`src/rtl/trap_seq_ctrl.sv`:
```
// ============================================================================
// trap_seq_ctrl : machine-mode trap/return sequencer driving the CSR port
// Revision 1.0 : initial release
// ============================================================================
`default_nettype none

module trap_seq_ctrl #(
  parameter int              XLEN          = 32,
  parameter logic [XLEN-1:0] CAUSE_IRQ     = 32'h8000000B,
  parameter logic [XLEN-1:0] CAUSE_ILLEGAL = 32'h2,
  parameter logic [XLEN-1:0] CAUSE_EBREAK  = 32'h3,
  parameter logic [XLEN-1:0] CAUSE_ECALL   = 32'hB
) (
  input  logic            clk,
  input  logic            rst,
  input  logic            inst_valid,
  input  logic [XLEN-1:0] pc,
  input  logic            is_ecall,
  input  logic            is_ebreak,
  input  logic            is_mret,
  input  logic            is_illegal,
  input  logic            irq,
  input  logic [XLEN-1:0] csr_rdata,
  output logic [11:0]     csr_addr,
  output logic [XLEN-1:0] csr_wdata,
  output logic            csr_wen,
  output logic            csr_ren,
  output logic            stall,
  output logic            redirect_valid,
  output logic [XLEN-1:0] redirect_pc
);

  localparam logic [11:0]     c_MSTATUS    = 12'h300;
  localparam logic [11:0]     c_MTVEC      = 12'h305;
  localparam logic [11:0]     c_MEPC       = 12'h341;
  localparam logic [11:0]     c_MCAUSE     = 12'h342;
  localparam logic [XLEN-1:0] c_ALIGN_MASK = ~XLEN'(3);

  typedef enum logic [2:0] {
    S_IDLE      = 3'd0,
    S_RD_STATUS = 3'd1,
    S_WR_EPC    = 3'd2,
    S_WR_CAUSE  = 3'd3,
    S_WR_STATUS = 3'd4,
    S_RD_TARGET = 3'd5,
    S_REDIRECT  = 3'd6
  } state_t;

  state_t          r_state;
  logic [XLEN-1:0] r_epc;
  logic [XLEN-1:0] r_cause;
  logic [XLEN-1:0] r_status;
  logic [XLEN-1:0] r_target;
  logic            r_is_mret;
  logic            r_is_irq;
  logic            r_irq_skip;

  logic            w_take_irq;
  logic            w_accept;
  logic [XLEN-1:0] w_cause;

  function automatic logic [XLEN-1:0] f_trap_status(input logic [XLEN-1:0] s);
    logic [XLEN-1:0] r;
    r        = s;
    r[7]     = s[3];
    r[3]     = 1'b0;
    r[12:11] = 2'b11;
    return r;
  endfunction

  function automatic logic [XLEN-1:0] f_mret_status(input logic [XLEN-1:0] s);
    logic [XLEN-1:0] r;
    r        = s;
    r[3]     = s[7];
    r[7]     = 1'b1;
    r[12:11] = 2'b11;
    return r;
  endfunction

  // An interrupt that was just refused (MIE=0) lets the blocked instruction through once.
  always_comb begin
    w_take_irq = irq && !r_irq_skip;
    w_accept   = (r_state == S_IDLE) && inst_valid &&
                 (w_take_irq || is_illegal || is_ebreak || is_ecall || is_mret);
    if (w_take_irq)      w_cause = CAUSE_IRQ;
    else if (is_illegal) w_cause = CAUSE_ILLEGAL;
    else if (is_ebreak)  w_cause = CAUSE_EBREAK;
    else if (is_ecall)   w_cause = CAUSE_ECALL;
    else                 w_cause = '0;
  end

  assign stall       = (r_state != S_IDLE) || w_accept;
  assign redirect_pc = r_target;

  // CSR-port outputs are registered one state ahead so each state presents its access directly.
  always_ff @(posedge clk or posedge rst) begin
    if (rst) begin
      r_state        <= S_IDLE;
      r_epc          <= '0;
      r_cause        <= '0;
      r_status       <= '0;
      r_target       <= '0;
      r_is_mret      <= 1'b0;
      r_is_irq       <= 1'b0;
      r_irq_skip     <= 1'b0;
      csr_addr       <= '0;
      csr_wdata      <= '0;
      csr_wen        <= 1'b0;
      csr_ren        <= 1'b0;
      redirect_valid <= 1'b0;
    end else begin
      csr_addr       <= '0;
      csr_wdata      <= '0;
      csr_wen        <= 1'b0;
      csr_ren        <= 1'b0;
      redirect_valid <= 1'b0;
      case (r_state)
        S_IDLE: begin
          if (inst_valid) begin
            if (!w_take_irq) r_irq_skip <= 1'b0;
            if (w_accept) begin
              r_epc     <= pc;
              r_cause   <= w_cause;
              r_is_irq  <= w_take_irq;
              r_is_mret <= !w_take_irq && !is_illegal && !is_ebreak && !is_ecall;
              r_state   <= S_RD_STATUS;
              csr_ren   <= 1'b1;
              csr_addr  <= c_MSTATUS;
            end
          end
        end
        S_RD_STATUS: begin
          r_status <= csr_rdata;
          if (r_is_irq && !csr_rdata[3]) begin
            r_irq_skip <= 1'b1;
            r_state    <= S_IDLE;
          end else if (r_is_mret) begin
            r_state   <= S_WR_STATUS;
            csr_wen   <= 1'b1;
            csr_addr  <= c_MSTATUS;
            csr_wdata <= f_mret_status(csr_rdata);
          end else begin
            r_state   <= S_WR_EPC;
            csr_wen   <= 1'b1;
            csr_addr  <= c_MEPC;
            csr_wdata <= r_epc & c_ALIGN_MASK;
          end
        end
        S_WR_EPC: begin
          r_state   <= S_WR_CAUSE;
          csr_wen   <= 1'b1;
          csr_addr  <= c_MCAUSE;
          csr_wdata <= r_cause;
        end
        S_WR_CAUSE: begin
          r_state   <= S_WR_STATUS;
          csr_wen   <= 1'b1;
          csr_addr  <= c_MSTATUS;
          csr_wdata <= f_trap_status(r_status);
        end
        S_WR_STATUS: begin
          r_state  <= S_RD_TARGET;
          csr_ren  <= 1'b1;
          csr_addr <= r_is_mret ? c_MEPC : c_MTVEC;
        end
        S_RD_TARGET: begin
          r_target       <= csr_rdata & c_ALIGN_MASK;
          r_state        <= S_REDIRECT;
          redirect_valid <= 1'b1;
        end
        S_REDIRECT: begin
          r_irq_skip <= 1'b0;
          r_state    <= S_IDLE;
        end
        default: r_state <= S_IDLE;
      endcase
    end
  end

endmodule

`default_nettype wire

```
`config.mk`:
```
export PLATFORM = sky130hd
export DESIGN_NAME = trap_seq_ctrl
export DESIGN_NICKNAME = d
export VERILOG_FILES = /design/src/rtl/trap_seq_ctrl.sv
export SDC_FILE = /design/constraint.sdc
export NUM_CORES = 1
export LEC_CHECK = 0
export CAP_MARGIN = 20
export CORE_ASPECT_RATIO = 1.4
export CORE_MARGIN = 2
export CORE_UTILIZATION = 48
export CTS_BUF_LIST = sky130_fd_sc_hd__clkbuf_16
export DETAILED_ROUTE_END_ITERATION = 8
export GPL_TIMING_DRIVEN = 0
export MAX_ROUTING_LAYER = met4
export PLACE_DENSITY = 0.84
export REMOVE_ABC_BUFFERS = 1
export SLEW_MARGIN = 20
export SYNTH_ARGS = -nofsm -noshare
export SYNTH_HDL_FRONTEND = slang
export SYNTH_SLANG_ARGS = --single-unit
```
`constraint.sdc`:
```
create_clock -name clk -period 7.9 [get_ports clk]
set_clock_uncertainty 0.2 [all_clocks]
set_input_delay 2.37 -clock clk [delete_from_list [all_inputs] [get_ports clk]]
set_output_delay 2.37 -clock clk [all_outputs]
set_load 0.03 [all_outputs]
```
======== Yosys cells after proc, flatten, opt, wreduce, memory -nomap -nowiden ========
Index checks and enable logic that the tools add are counted.
cells by class
  reduce and logical (&&, ||, !) cells .... 25
  mux-type cells .......................... 28
  equal/unequal tests ..................... 10
operators with widths
  operator            count
  $mux 32             3
  $pmux 32 s3         1
  $pmux 10 s5         1
  $mux 10             3
  $pmux 3 s6          1
  $mux 7              2
  $mux 3              4
  $mux 4              3
  $eq 3x3->1 const B  3
  $ne 2x2->1 const B  4
  $logic_and 1x1->1   7
  $mux 1              7
  $eq 3x2->1 const B  2
  $logic_not 1->1     6
  $reduce_bool 3->1   2
  $logic_or 1x1->1    5
  $pmux 1 s2          2
  $reduce_and 4->1    1
  $eq 3x1->1 const B  1
  $logic_not 3->1     1
  $pmux 1 s3          1
  $reduce_and 3->1    1
  $reduce_and 2->1    1
  $reduce_or 2->1     1
word-level totals
  logic and storage cells ................. 76
  register bits ........................... 179
  output and inout port bits .............. 80

======== Depth between registers and ports, before layout ========
  word-level depth ........................ 10
  gate-level depth with buffers ........... 7
  mapped depth without buffers ............ 4

======== Worst setup path after synthesis ========
OpenSTA, ideal clock, no wires.
  path kind ............................... input-to-output
  from .................................... input is_illegal
  to ...................................... output stall
  data required time ...................... 5.330 ns
  arrival ................................. 3.302 ns
  cell stages on the path ................. 3
  path slack .............................. 2.028 ns
  cell sequence ........................... or2_1 > o41ai_1 > nand3b_1
between the ends
  longest elaborated chain between the ends .. 6
ends and longest elaborated chain
  what                            RTL line  RTL
  from (decl)                     21        input logic is_illegal,
  $logic_or 1x1->1 (4 in series)  84        (w_take_irq || is_illegal || is_ebreak || is_ecall || is_mret);
  $logic_and 1x1->1               83        w_accept = (r_state == S_IDLE) && inst_valid &&
  $logic_or 1x1->1                92        assign stall = (r_state != S_IDLE) || w_accept;
  to (decl)                       28        output logic stall,
No other way between the ends.

======== Final worst setup path ========
Ends and elaborated chain as after synthesis.

==> flow_metrics.env <==
export IMPL_row_count=47
export IMPL_synth_ff_type="dfrtp_1"
export IMPL_hold_path_class="reg2reg"
export IMPL_gp_congestion=0.834
export IMPL_drc=0
export IMPL_synth_seq_area_share_pct=60.4
export IMPL_cts_hold_buf=0
export IMPL_track_usage_pct=22.2
export IMPL_async_flop_share_pct=100
export IMPL_start_kind="input pin"
export IMPL_cp_max_fo=3
export IMPL_clkTransAtPathRegs_ns=0.06
export IMPL_worst_slew_pin_slew_ns=0.703
export IMPL_total_power_w=0.00350
export IMPL_avgSynthCellArea_sq_um=13.6
export IMPL_dr_first_iter_drc_count=176
export IMPL_die_h_microns=133
export IMPL_peakVddDrop_v=0.000241
export IMPL_htree_levels=4
export IMPL_p_int_w=0.00227
export IMPL_rsz0062_at_grt="no"
export IMPL_die_area_sq_um=12800
export IMPL_start_util_pct=48.9
export IMPL_cts_tree="done"
export IMPL_comb_power_share_pct=41.5
export IMPL_grt_start_max_net_pins=100
export IMPL_wire_per_inst_microns=18.1
export IMPL_ys_ff_latch=138
export IMPL_cts_setup_buffers=0
export IMPL_ctsResizeCount=0
export IMPL_yosysWarnings=0
export IMPL_placedCellCount=688
export IMPL_antenna_found_initial=0
export IMPL_clk_latency_ns=0.41
export IMPL_arrival_ns=4.30
export IMPL_critical_path_class="in2out"
export IMPL_powerDensity_nw_per_um2=445
export IMPL_cts_sinks=138
export IMPL_hold_violations=0
export IMPL_vias=3771
export IMPL_wirelength_microns=13000
export IMPL_routed_via_density=5.24
export IMPL_slew_viol_final=0
export IMPL_numCtsBuffers=17
export IMPL_clock_fmax_mhz=145
export IMPL_synth_cell_types=34
export IMPL_instances_no_fill=720
export IMPL_drtAntennaViolNets=0
export IMPL_min_period_ns=6.87
export IMPL_status="finished clean"
export IMPL_setup_viol=0
export IMPL_p_leak_nw=3.38
export IMPL_synth_edff_count=0
export IMPL_max_cap_viol_count=0
export IMPL_final_nets=632
export IMPL_diodes=0
export IMPL_first_pass_iters=4
export IMPL_clock_path_buffers=2
export IMPL_fp_dieW_microns=96.3
export IMPL_slew_headroom_pct=52.9
export IMPL_dp_hpwl_microns=8610
export IMPL_netSwitchingFraction_pct=35.2
export IMPL_hold_slack_ns=0.283
export IMPL_layout_drive_gt1_share_pct=23.9
export IMPL_cp_end_kind="primary output"
export IMPL_cp_data_required_time_ns=5.33
export IMPL_syn_area_sq_um=5720
export IMPL_overflow=0
export IMPL_synthCells=420
export IMPL_core_sq_um=11700
export IMPL_port_buffers=141
export IMPL_area_growth_pct=37.4
export IMPL_root_buffer="clkbuf_16"
export IMPL_grt_pass1_wl_microns=20900
export IMPL_clkPwrFrac_pct=22.8
export IMPL_ioPinCount=152
export IMPL_grt_pass1_vias=4091
export IMPL_p_sw_w=0.00123
export IMPL_period_share_pct=87.0
export IMPL_p_seq_share_pct=35.6
flip-flops by register name, summed over array words and instances (netlist names):
register        cells
redirect_pc        30
r_status           29
r_is_irq            1
csr_ren             1
r_cause             3
r_state             3
r_irq_skip          1
csr_addr            5
csr_wen             1
redirect_valid      1
r_epc              30
r_is_mret           1
csr_wdata          32
layer usage:
layer / vias up / GRT usage (%) / share of wire, %
li1: 1718 / - / -
met1: 1923 / 25.1 / 39
met2: 112 / 37.4 / 55
met3: 18 / 5.49 / 5.1
met4: 0 / 8.49 / 1.6
met5: - / - / 0
critical path, cell delays in order:
cell             delay (ns)
clkdlybuf4s50_1        0.45
or2_1                  0.28
o41ai_1                0.44
nand3b_1               0.15
clkdlybuf4s50_1        0.61
final cells by class:
class | instances | area, sq um
flip-flops and latches | 138 | 3450
clock inverters | 15 | 175
repair buffers | 148 | 1530
clock buffers | 17 | 425
fillers | 856 | 3840
inverters | 3 | 18.8
multi-input cells | 252 | 2080
well taps | 147 | 184
cell families after synthesis:
family          synth area share (%)
compound gates                  5.55
simple gates                    5.45
other cells                   0.0655
flops                           60.4
buf+inv                         4.05
mux                             24.5
synthesized netlist by cell type (2+ instances only):
cell	instances	area (sq um)
clkbuf_1	9	33.8
buf_12	2	40.0
nand2_1	32	120
buf_2	9	45.0
mux2_2	66	743
nand3_1	3	15.0
o21ai_0	36	180
inv_1	3	11.3
nor2_1	17	63.8
mux2_4	24	360
nor2b_1	6	37.5
dfrtp_1	138	3450
nand2b_1	2	12.5
and2_1	2	12.5
a21oi_1	10	50.1
a21o_1	3	22.5
buf_6	2	22.5
mux2i_1	30	300
buf_4	9	67.6
buf_1	3	11.3
worst paths after layout:
| kind | cells past startpoint | from | slack, ns | to |
|---|---|---|---|---|
| min in group asynchronous | 2 | rst | 2.14 | csr_wdata[16] |
| hold / removal | 2 | r_status[23] | 0.28 | csr_wdata[23] |
| hold reg to reg | 2 | r_status[23] | 0.28 | csr_wdata[23] |
| setup / recovery | 5 | is_illegal | 1.03 | stall |
| setup reg to reg | 3 | r_state[0] | 5.14 | csr_wdata[29] |
| max in group asynchronous | 3 | rst | 4.59 | r_is_mret |
layout by cell type (no fill, tap or decap), types with 4 or more instances in the layout:
| master | netlist | routed |
|---|---|---|
| a21oi_1 | 10 | 10 |
| clkbuf_16 | 0 | 17 |
| clkdlybuf4s50_1 | 0 | 141 |
| clkinv_2 | 0 | 4 |
| clkinvlp_4 | 0 | 4 |
| conb_1 | 1 | 8 |
| dfrtp_1 | 138 | 137 |
| mux2_2 | 66 | 66 |
| mux2_4 | 24 | 24 |
| mux2i_1 | 30 | 30 |
| nand2_1 | 32 | 30 |
| nor2_1 | 17 | 17 |
| nor2b_1 | 6 | 6 |
| o21ai_0 | 36 | 36 |
power groups by stage:
stage | sequential, W | combinational [W] | clock [W]
5_1_grt | 0.00129 | 0.00155 | 0.000848
3_5_place_dp | 0.00125 | 0.00146 | 0
6_report | 0.00125 | 0.00145 | 0.000799
2_1_floorplan | 0.00153 | 0.000612 | 0
3_3_place_gp | 0.00125 | 0.00139 | 0
4_1_cts | 0.00125 | 0.00147 | 0.000813
through the flow:
stage	setup WS [ns]	util [%]	TNS [ns]	cell area (sq um)
finish	1.03	67.2	0	7860
global placement	-0.0499	60.9	-5.69	7120
global route	0.922	67.2	0	7860
floorplan	1.63	-	0	5530
CTS	1.04	67.2	0	7860
detailed placement	1.05	62.1	0	7260
Note: power is estimated with default switching activity, not from simulation.
